===== config.mk =====
export PLATFORM = sky130hd
export DESIGN_NAME = syndrome_accumulation
export DESIGN_NICKNAME = d
export VERILOG_FILES = /design/src/rtl/syndrome_accumulation_pkg.sv /design/src/rtl/syndrome_acc_reg.sv /design/src/rtl/syndrome_accumulation.sv
export SDC_FILE = /design/constraint.sdc
export NUM_CORES = 1
export LEC_CHECK = 0
export ABC_AREA = 1
export BUFFER_PORTS_ARGS = -buffer_cell sky130_fd_sc_hd__buf_2
export CAP_MARGIN = 20
export CORE_ASPECT_RATIO = 0.9
export CORE_MARGIN = 2
export CORE_UTILIZATION = 55
export CTS_CLUSTER_SIZE = 8
export DETAILED_ROUTE_END_ITERATION = 16
export PLACE_DENSITY = 0.8
export SYNTH_ARGS = -nofsm -noshare
export SYNTH_HDL_FRONTEND = slang
export SYNTH_SLANG_ARGS = --single-unit

===== constraint.sdc =====
create_clock -name clk_i -period 3.8 [get_ports clk_i]
set_input_delay 0.76 -clock clk_i [delete_from_list [all_inputs] [get_ports clk_i]]
set_output_delay 0.76 -clock clk_i [all_outputs]
set_load 0.02 [all_outputs]

===== src/rtl/syndrome_accumulation_pkg.sv =====
// Shared definitions for the block-row syndrome accumulator: FSM encoding,
// default sizing and the beat-counter width helper.
package syndrome_accumulation_pkg;

    typedef enum logic [1:0] {
        ST_IDLE  = 2'd0,
        ST_ACCUM = 2'd1,
        ST_DONE  = 2'd2
    } state_e;

    localparam int unsigned DEF_M    = 4;
    localparam int unsigned DEF_NBLK = 3;
    localparam int unsigned DEF_CNTW = 16;

    // Width of a counter indexing beats 0..nblk-1 (never narrower than 1 bit).
    function automatic int unsigned cnt_width(input int unsigned nblk);
        return (nblk <= 2) ? 1 : $clog2(nblk);
    endfunction

endpackage


===== src/rtl/syndrome_acc_reg.sv =====
// M-lane XOR accumulator register: load overwrites, accumulate XORs in the new lane data.
module syndrome_acc_reg
    import syndrome_accumulation_pkg::*;
#(
    parameter int unsigned M = DEF_M
) (
    input  logic         clk_i,
    input  logic         rst_ni,
    input  logic         load_i,
    input  logic         acc_i,
    input  logic [M-1:0] d_i,
    output logic [M-1:0] q_o
);

    logic [M-1:0] acc_q;
    logic [M-1:0] acc_d;

    always_comb begin
        acc_d = acc_q;
        if (load_i) begin
            acc_d = d_i;
        end else if (acc_i) begin
            acc_d = acc_q ^ d_i;
        end
    end

    always_ff @(posedge clk_i or negedge rst_ni) begin
        if (!rst_ni) begin
            acc_q <= '0;
        end else begin
            acc_q <= acc_d;
        end
    end

    assign q_o = acc_q;

endmodule


===== src/rtl/syndrome_accumulation.sv =====
// Block-row syndrome accumulator: XORs NBLK circulant partial products per word,
// presents the syndrome with a zero flag and counts nonzero results (saturating).
module syndrome_accumulation
    import syndrome_accumulation_pkg::*;
#(
    parameter int unsigned M    = DEF_M,
    parameter int unsigned NBLK = DEF_NBLK,
    parameter int unsigned CNTW = DEF_CNTW
) (
    input  logic            clk_i,
    input  logic            rst_ni,
    input  logic            flush_i,
    input  logic            in_valid_i,
    output logic            in_ready_o,
    input  logic [M-1:0]    in_i,
    output logic            out_valid_o,
    input  logic            out_ready_i,
    output logic [M-1:0]    syndrome_o,
    output logic            syn_zero_o,
    output logic [CNTW-1:0] err_cnt_o,
    input  logic            err_clr_i,
    output logic [1:0]      state_o
);

    localparam int unsigned CW = cnt_width(NBLK);
    localparam logic [CW-1:0] LAST_BEAT = CW'(NBLK - 1);

    // Handshakes: a beat moves when in_valid_i & in_ready_o; a result moves when
    // out_valid_o & out_ready_i. Valid never waits on ready; flush_i overrides both.
    state_e          state_q, state_d;
    logic [CW-1:0]   cnt_q, cnt_d;
    logic [M-1:0]    syn_q, syn_d;
    logic            zero_q, zero_d;
    logic [CNTW-1:0] err_q, err_d;

    logic         beat;
    logic         beat_ok;
    logic         last_ok;
    logic         take;
    logic [M-1:0] acc;
    logic [M-1:0] acc_next;

    assign in_ready_o = (state_q != ST_DONE) | out_ready_i;
    assign beat       = in_valid_i & in_ready_o;
    assign beat_ok    = beat & ~flush_i;
    assign last_ok    = beat_ok & (cnt_q == LAST_BEAT);
    assign take       = (state_q == ST_DONE) & out_ready_i;
    assign acc_next   = acc ^ in_i;

    syndrome_acc_reg #(
        .M (M)
    ) u_acc (
        .clk_i  (clk_i),
        .rst_ni (rst_ni),
        .load_i (beat_ok & (cnt_q == '0)),
        .acc_i  (beat_ok & (cnt_q != '0)),
        .d_i    (in_i),
        .q_o    (acc)
    );

    always_comb begin
        state_d = state_q;
        cnt_d   = cnt_q;
        if (flush_i) begin
            state_d = ST_IDLE;
            cnt_d   = '0;
        end else begin
            case (state_q)
                ST_IDLE: begin
                    if (beat) begin
                        state_d = ST_ACCUM;
                        cnt_d   = CW'(1);
                    end
                end
                ST_ACCUM: begin
                    if (beat) begin
                        if (cnt_q == LAST_BEAT) begin
                            state_d = ST_DONE;
                            cnt_d   = '0;
                        end else begin
                            cnt_d = cnt_q + CW'(1);
                        end
                    end
                end
                ST_DONE: begin
                    // A beat here is only possible while the result is being taken.
                    if (take) begin
                        if (beat) begin
                            state_d = ST_ACCUM;
                            cnt_d   = CW'(1);
                        end else begin
                            state_d = ST_IDLE;
                        end
                    end
                end
                default: begin
                    state_d = ST_IDLE;
                    cnt_d   = '0;
                end
            endcase
        end
    end

    always_comb begin
        syn_d  = syn_q;
        zero_d = zero_q;
        err_d  = err_q;
        if (last_ok) begin
            syn_d  = acc_next;
            zero_d = ~|acc_next;
        end
        if (err_clr_i) begin
            err_d = '0;
        end else if (last_ok && (|acc_next) && !(&err_q)) begin
            err_d = err_q + CNTW'(1);
        end
    end

    always_ff @(posedge clk_i or negedge rst_ni) begin
        if (!rst_ni) begin
            state_q <= ST_IDLE;
            cnt_q   <= '0;
            syn_q   <= '0;
            zero_q  <= 1'b0;
            err_q   <= '0;
        end else begin
            state_q <= state_d;
            cnt_q   <= cnt_d;
            syn_q   <= syn_d;
            zero_q  <= zero_d;
            err_q   <= err_d;
        end
    end

    assign out_valid_o = (state_q == ST_DONE);
    assign syndrome_o  = syn_q;
    assign syn_zero_o  = zero_q;
    assign err_cnt_o   = err_q;
    assign state_o     = state_q;

endmodule


; Yosys cells after proc, flatten, opt, wreduce, memory -nomap -nowiden
; Cells that the tools add are included.
[totals]
reg_bits = 29
latch_bits = 0
mem_bits_rw = 0
mem_bits_ro = 0
inputBits = 10
output_inout_bits = 25
memories = 0
[op_classes]
add_sub_neg = 2
n_mul = 0
n_div = 0
n_lt_le_gt_ge = 0
n_eq_ne = 8
n_shift = 0
muxes = 17
bitwise = 9
n_reduce_logical = 13
[op_table]
columns = op, count
row1 = $mux 16, 2
row2 = $mux 2, 10
row3 = $add 16x1->16 const B, 1
row4 = $reduce_and 16->1, 1
row5 = $pmux 2 s3, 2
row6 = $ne 3x3->1 const B, 3
row7 = $mux 4, 2
row8 = $and 1x1->1, 6
row9 = $reduce_bool 2->1, 3
row10 = $eq 2x2->1 const B, 2
row11 = $logic_not 2->1, 2
row12 = $reduce_and 4->1, 1
row13 = $reduce_or 4->1, 1
row14 = $xor 4x4->4, 1
row15 = $ne 3x2->1 const B, 1
row16 = $add 2x1->2 const B, 1
row17 = $eq 2x1->1 const B, 1
row18 = $logic_and 1x1->1, 2
row19 = $logic_not 1->1, 2
row20 = $ne 2x2->1 const B, 1
row21 = $reduce_and 2->1, 1
row22 = $mux 1, 1
row23 = $not 1->1, 1
row24 = $or 1x1->1, 1

; Logic depth before layout (Yosys ltp)
[depth]
depth_word = 9
mapped_depth = 9
depth_no_buf = 9

; Modules after synthesis
; Synthesis repeated with hierarchy kept, for this count alone.
[hier_totals]
cells_unflattened = 287
area_unflattened_um2 = 1901.8
[modules_own_cells]
columns = module, instances, cells_each, area_each_um2, seq_area_each_um2
row1 = syndrome_accumulation, 1, 249, 1664.1, 625.6
row2 = syndrome_acc_reg, 1, 38, 237.7, 100.1

; Worst setup path before layout
; OpenSTA, ideal clock, no wires.
[synth_path]
path_kind = input to output
start = input port out_ready_i
end = output port in_ready_o
arrival_time_ns = 0.957
t_required_ns = 3.040
setup_slack_ns = 2.083
cell_stages = 2
path_cell_list = inv_1 -> nand3_4
[synth_between]
elab_chain_cells = 1
[synth_lines]
columns = element, line_no
row1 = "start, declared", syndrome_accumulation.sv:17  ; input logic out_ready_i,
row2 = $or 1x1->1, syndrome_accumulation.sv:43  ; assign in_ready_o = (state_q != ST_DONE) | out_ready_i;
row3 = "end, declared", syndrome_accumulation.sv:14  ; output logic in_ready_o,
; Every way passes these cells.

; Final worst setup path
; Ends and elaborated chain as after synthesis.

==> Implementation_results.wiki <==
{| class="wikitable"
! Metric !! Value
|-
| Diodes inserted || 0
|-
| Clk network pwr share || between 20% and 30%
|-
| Clock tree sinks || 29
|-
| Cells traversed along the worst timing path || buf_2 -> inv_1 -> nand3_4 -> buf_2
|-
| Slew Viols, Final || 0
|-
| Largest buffer count on any clock path || 2
|-
| Status || finished, final reports clean
|-
| Overall Power || 0.934 mW
|-
| Number of setup violations in the final report || 0
|-
| Post-layout minimum cycle time || 1.97 ns
|-
| Cell chosen for the clock root || sky130_fd_sc_hd__clkbuf_8
|-
| Cell count after synthesis || around 270
|-
| Floorplan Core Area || 0.00333 mm²
|-
| Yosys warning count || 0
|-
| Setup slack at placement || about 1.7 ns
|-
| Power share of the combinational group || slightly below 30%
|-
| Cts-stage hold buffer count || 0
|-
| Hold slack final || 0.464 ns
|-
| P_leak || 1.20 nW
|-
| Total iterations of the first detailed-routing run || 4
|-
| Path category of the worst min-delay check || register to register
|-
| Worst Setup Start Kind || primary input
|-
| Die Outline Area || about 0.004 mm²
|-
| Weighted congestion reported at the end of routability-driven placement || 0.918
|-
| Setup total negative slack || 0 ns
|-
| H-tree depth || 2
|-
| Port Buffers || 34
|-
| Violation count after the first detailed-route iteration || 120
|-
| Largest fanout on the critical path || 4
|-
| Cell area after technology mapping || 0.00187 mm²
|-
| Via count of the first global-routing pass || approximately 1500
|-
| Total number of placement rows || 20
|-
| Die boundary height || 59.4 µm
|-
| IO Pins || 35
|-
| Clock skew after layout || ~0.0043 ns
|-
| Number of nets with antenna violations after detailed routing || 0
|-
| Max transition margin || 50.3%
|-
| Starting Density || between 50% and 60%
|-
| Number of CTS-inserted buffers || 5
|-
| Post-CTS Setup Bufs || 0
|-
| Final worst setup slack || 1.83 ns
|-
| Drt total wl || between 3 and 4 mm
|-
| Maximum Capacitance Violations || 0
|-
| Layout-stage area growth over the synthesis result || 15.1%
|-
| Count of endpoints failing hold in the final timing report || 0
|-
| Worst reg2reg setup slack || 1.98 ns
|-
| Remaining global-route overflow || 0
|-
| DRC violations left || 0
|-
| Measured slew at the worst slew-check pin || approximately 0.74 ns
|-
| Fraction of layout cells with a size suffix above 1 || between 10% and 20%
|-
| Switching portion of total power || 37.5%
|-
| P per Cell Area || 433 mW/mm²
|-
| Final worst-path cycle share || 51.8%
|-
| CTS tree || built
|-
| Arrival @ worst endpoint || 1.21 ns
|-
| Final HPWL from detailed placement || ~2.9 mm
|-
| Net count after synthesis || between 200 and 300
|-
| Worst path required time || about 3.0 ns
|-
| Global-route wire length before repair || 6.64 mm
|-
| Global routing usage summed across all routing layers || 22.7%
|-
| Clock latency on the worst-skew pair || 0.28 ns
|-
| Number of antenna violations at the first check in global routing || 0
|-
| Width of the die || approximately 66 µm
|-
| Vias/cell || around 5.1
|-
| Slowest CP cell || sky130_fd_sc_hd__buf_2
|-
| Avg Cell Area, Syn || approximately 7.0 µm²
|-
| CP dominant cell by count || sky130_fd_sc_hd__buf_2
|-
| Worst Setup End Kind || output port
|-
| Number of vias in the routed layout || 1790
|-
| Internal Pwr Total || 0.584 mW
|-
| Count of cells resized by post-cts repair || 0
|-
| Worst path max stage delay || 0.17 ns
|-
| Clk slew on worst S/H paths || 0.06 ns
|-
| Post-synthesis cell type count || 24
|-
| Setup repair after global routing missed its margin || false
|-
| Post-DR wirelength/cell || ~11 µm
|-
| Relative contribution of sequential cells to total power || 44.2%
|-
| Maximum number of pins on one net before global-route repair || 30
|-
| Critical Setup Path Class || primary input to output port
|-
| Maximum operating frequency || 0.508 GHz
|-
| Flip-flop and latch count after synthesis || 29
|-
| Switching power || 0.350 mW
|-
| Peak VDD IR || 360 µV
|-
| Sequential cell area fraction in the yosys report || around two fifths
|-
| Count of nets after finishing || 315
|}
cells in the mapped netlist:
cell / instances / area share [%]
sky130_fd_sc_hd__nor2_8: 1 / 1.1
sky130_fd_sc_hd__dfrtp_1: 29 / 39
sky130_fd_sc_hd__buf_2: 2 / 0.53
sky130_fd_sc_hd__nor2_1: 33 / 6.6
sky130_fd_sc_hd__inv_1: 35 / 7.0
sky130_fd_sc_hd__xor2_1: 6 / 2.8
sky130_fd_sc_hd__o22ai_1: 4 / 1.3
sky130_fd_sc_hd__o211ai_1: 2 / 0.80
sky130_fd_sc_hd__inv_2: 1 / 0.20
sky130_fd_sc_hd__nand3_2: 3 / 1.6
sky130_fd_sc_hd__o21a_1: 1 / 0.40
sky130_fd_sc_hd__clkbuf_1: 1 / 0.20
sky130_fd_sc_hd__nand2_1: 96 / 19
sky130_fd_sc_hd__nand3_4: 3 / 2.8
sky130_fd_sc_hd__nor2_4: 3 / 1.8
sky130_fd_sc_hd__xnor2_1: 1 / 0.47
sky130_fd_sc_hd__o21ai_0: 6 / 1.6
sky130_fd_sc_hd__nand4_1: 7 / 2.3
sky130_fd_sc_hd__nand3_1: 28 / 7.5
sky130_fd_sc_hd__nand4_4: 1 / 1.1
sky130_fd_sc_hd__ha_1: 1 / 0.67
sky130_fd_sc_hd__buf_6: 1 / 0.60
sky130_fd_sc_hd__nor3_1: 1 / 0.27
sky130_fd_sc_hd__nand2_2: 1 / 0.33
final timing paths:
kind	start	to	cells past startpoint
setup reg to reg	err_cnt_o[0]	err_cnt_o[9]	8
hold / removal	syndrome_o[1]	syndrome_o[1]	2
hold reg to reg	syndrome_o[1]	syndrome_o[1]	2
min in group asynchronous	rst_ni	err_cnt_o[6]	1
setup / recovery	out_ready_i	in_ready_o	4
max in group asynchronous	rst_ni	err_cnt_o[15]	1
power groups by stage:
stage / clock (mW) / sequential, mW / combinational, mW
final: 0.246 / 0.413 / 0.275
after global routing: 0.267 / 0.422 / 0.312
after CTS: 0.247 / 0.413 / 0.277
after detailed placement: 0 / 0.418 / 0.275
after global placement: 0 / 0.418 / 0.267
after floorplan: 0 / 0.450 / 0.162
layout make-up:
cell class                      count  area [µm²]
Clock inverter                      2        10.0
Inverter                           36         135
Timing Repair Buffer               34         170
Tap cell                           44        55.1
Fill cell                         303        1170
Clock buffer                        6        72.6
Multi-Input combinational cell    198         988
Sequential cell                    29         726
layer usage:
layer	routed length, µm	part of all wire, %	GRT usage, %
met5	0	0	0
met4	59	1.5	10.1
met2	1650	42	33.8
met3	233	6.0	4.75
met1	1950	50	32.2
placed cells by master, fill, tap and decap left out:
cell type                  Yosys  layout
sky130_fd_sc_hd__nand2_1      96      96
sky130_fd_sc_hd__inv_1        35      35
sky130_fd_sc_hd__buf_2         2      34
sky130_fd_sc_hd__nor2_1       33      33
sky130_fd_sc_hd__dfrtp_1      29      29
sky130_fd_sc_hd__nand3_1      28      28
sky130_fd_sc_hd__nand4_1       7       7
sky130_fd_sc_hd__xor2_1        6       6
sky130_fd_sc_hd__o21ai_0       6       6
sky130_fd_sc_hd__clkbuf_8      0       5
sky130_fd_sc_hd__o22ai_1       4       4
sky130_fd_sc_hd__nand3_4       3       3
sky130_fd_sc_hd__nor2_4        3       3
sky130_fd_sc_hd__nand3_2       3       3
sky130_fd_sc_hd__o211ai_1      2       2
sky130_fd_sc_hd__clkinv_2      0       2
sky130_fd_sc_hd__inv_2         1       1
sky130_fd_sc_hd__nand4_4       1       1
sky130_fd_sc_hd__nor2_8        1       1
sky130_fd_sc_hd__nand2_2       1       1
sky130_fd_sc_hd__xnor2_1       1       1
sky130_fd_sc_hd__nor3_1        1       1
sky130_fd_sc_hd__o21a_1        1       1
sky130_fd_sc_hd__ha_1          1       1
sky130_fd_sc_hd__clkbuf_1      1       1
worst max-delay path: cells and delay by family:
family        cells  cell delay, ns
buf+inv           3            0.34
simple gates      1            0.10
sequential cells by signal, summed over array words and instances, names as in the netlist:
signal / flops
syn_zero_o: 1
u_acc.q_o: 4
state_o: 2
cnt_q: 2
syndrome_o: 4
err_cnt_o: 16
through the flow:
stage / cell area, µm² / std cells / util, %
global route: 2160 / 349 / 64.8
floorplan: 1870 / 267 / -
global placement: 2070 / 341 / 62.3
detailed placement: 2070 / 341 / 62.3
CTS: 2160 / 349 / 64.8
finish: 2160 / 349 / 64.8
logic make-up (layout without fill, tap and decap cells):
logic type / after synthesis / in the layout / synth area share, %
buf+inv: 40 / 78 / 8.54
xor+xnor: 7 / 7 / 3.27
fa+ha+maj: 1 / 1 / 0.667
compound gates: 13 / 13 / 4.14
flops: 29 / 29 / 38.7
simple gates: 177 / 177 / 44.7
(Power assumes the default switching activity.)
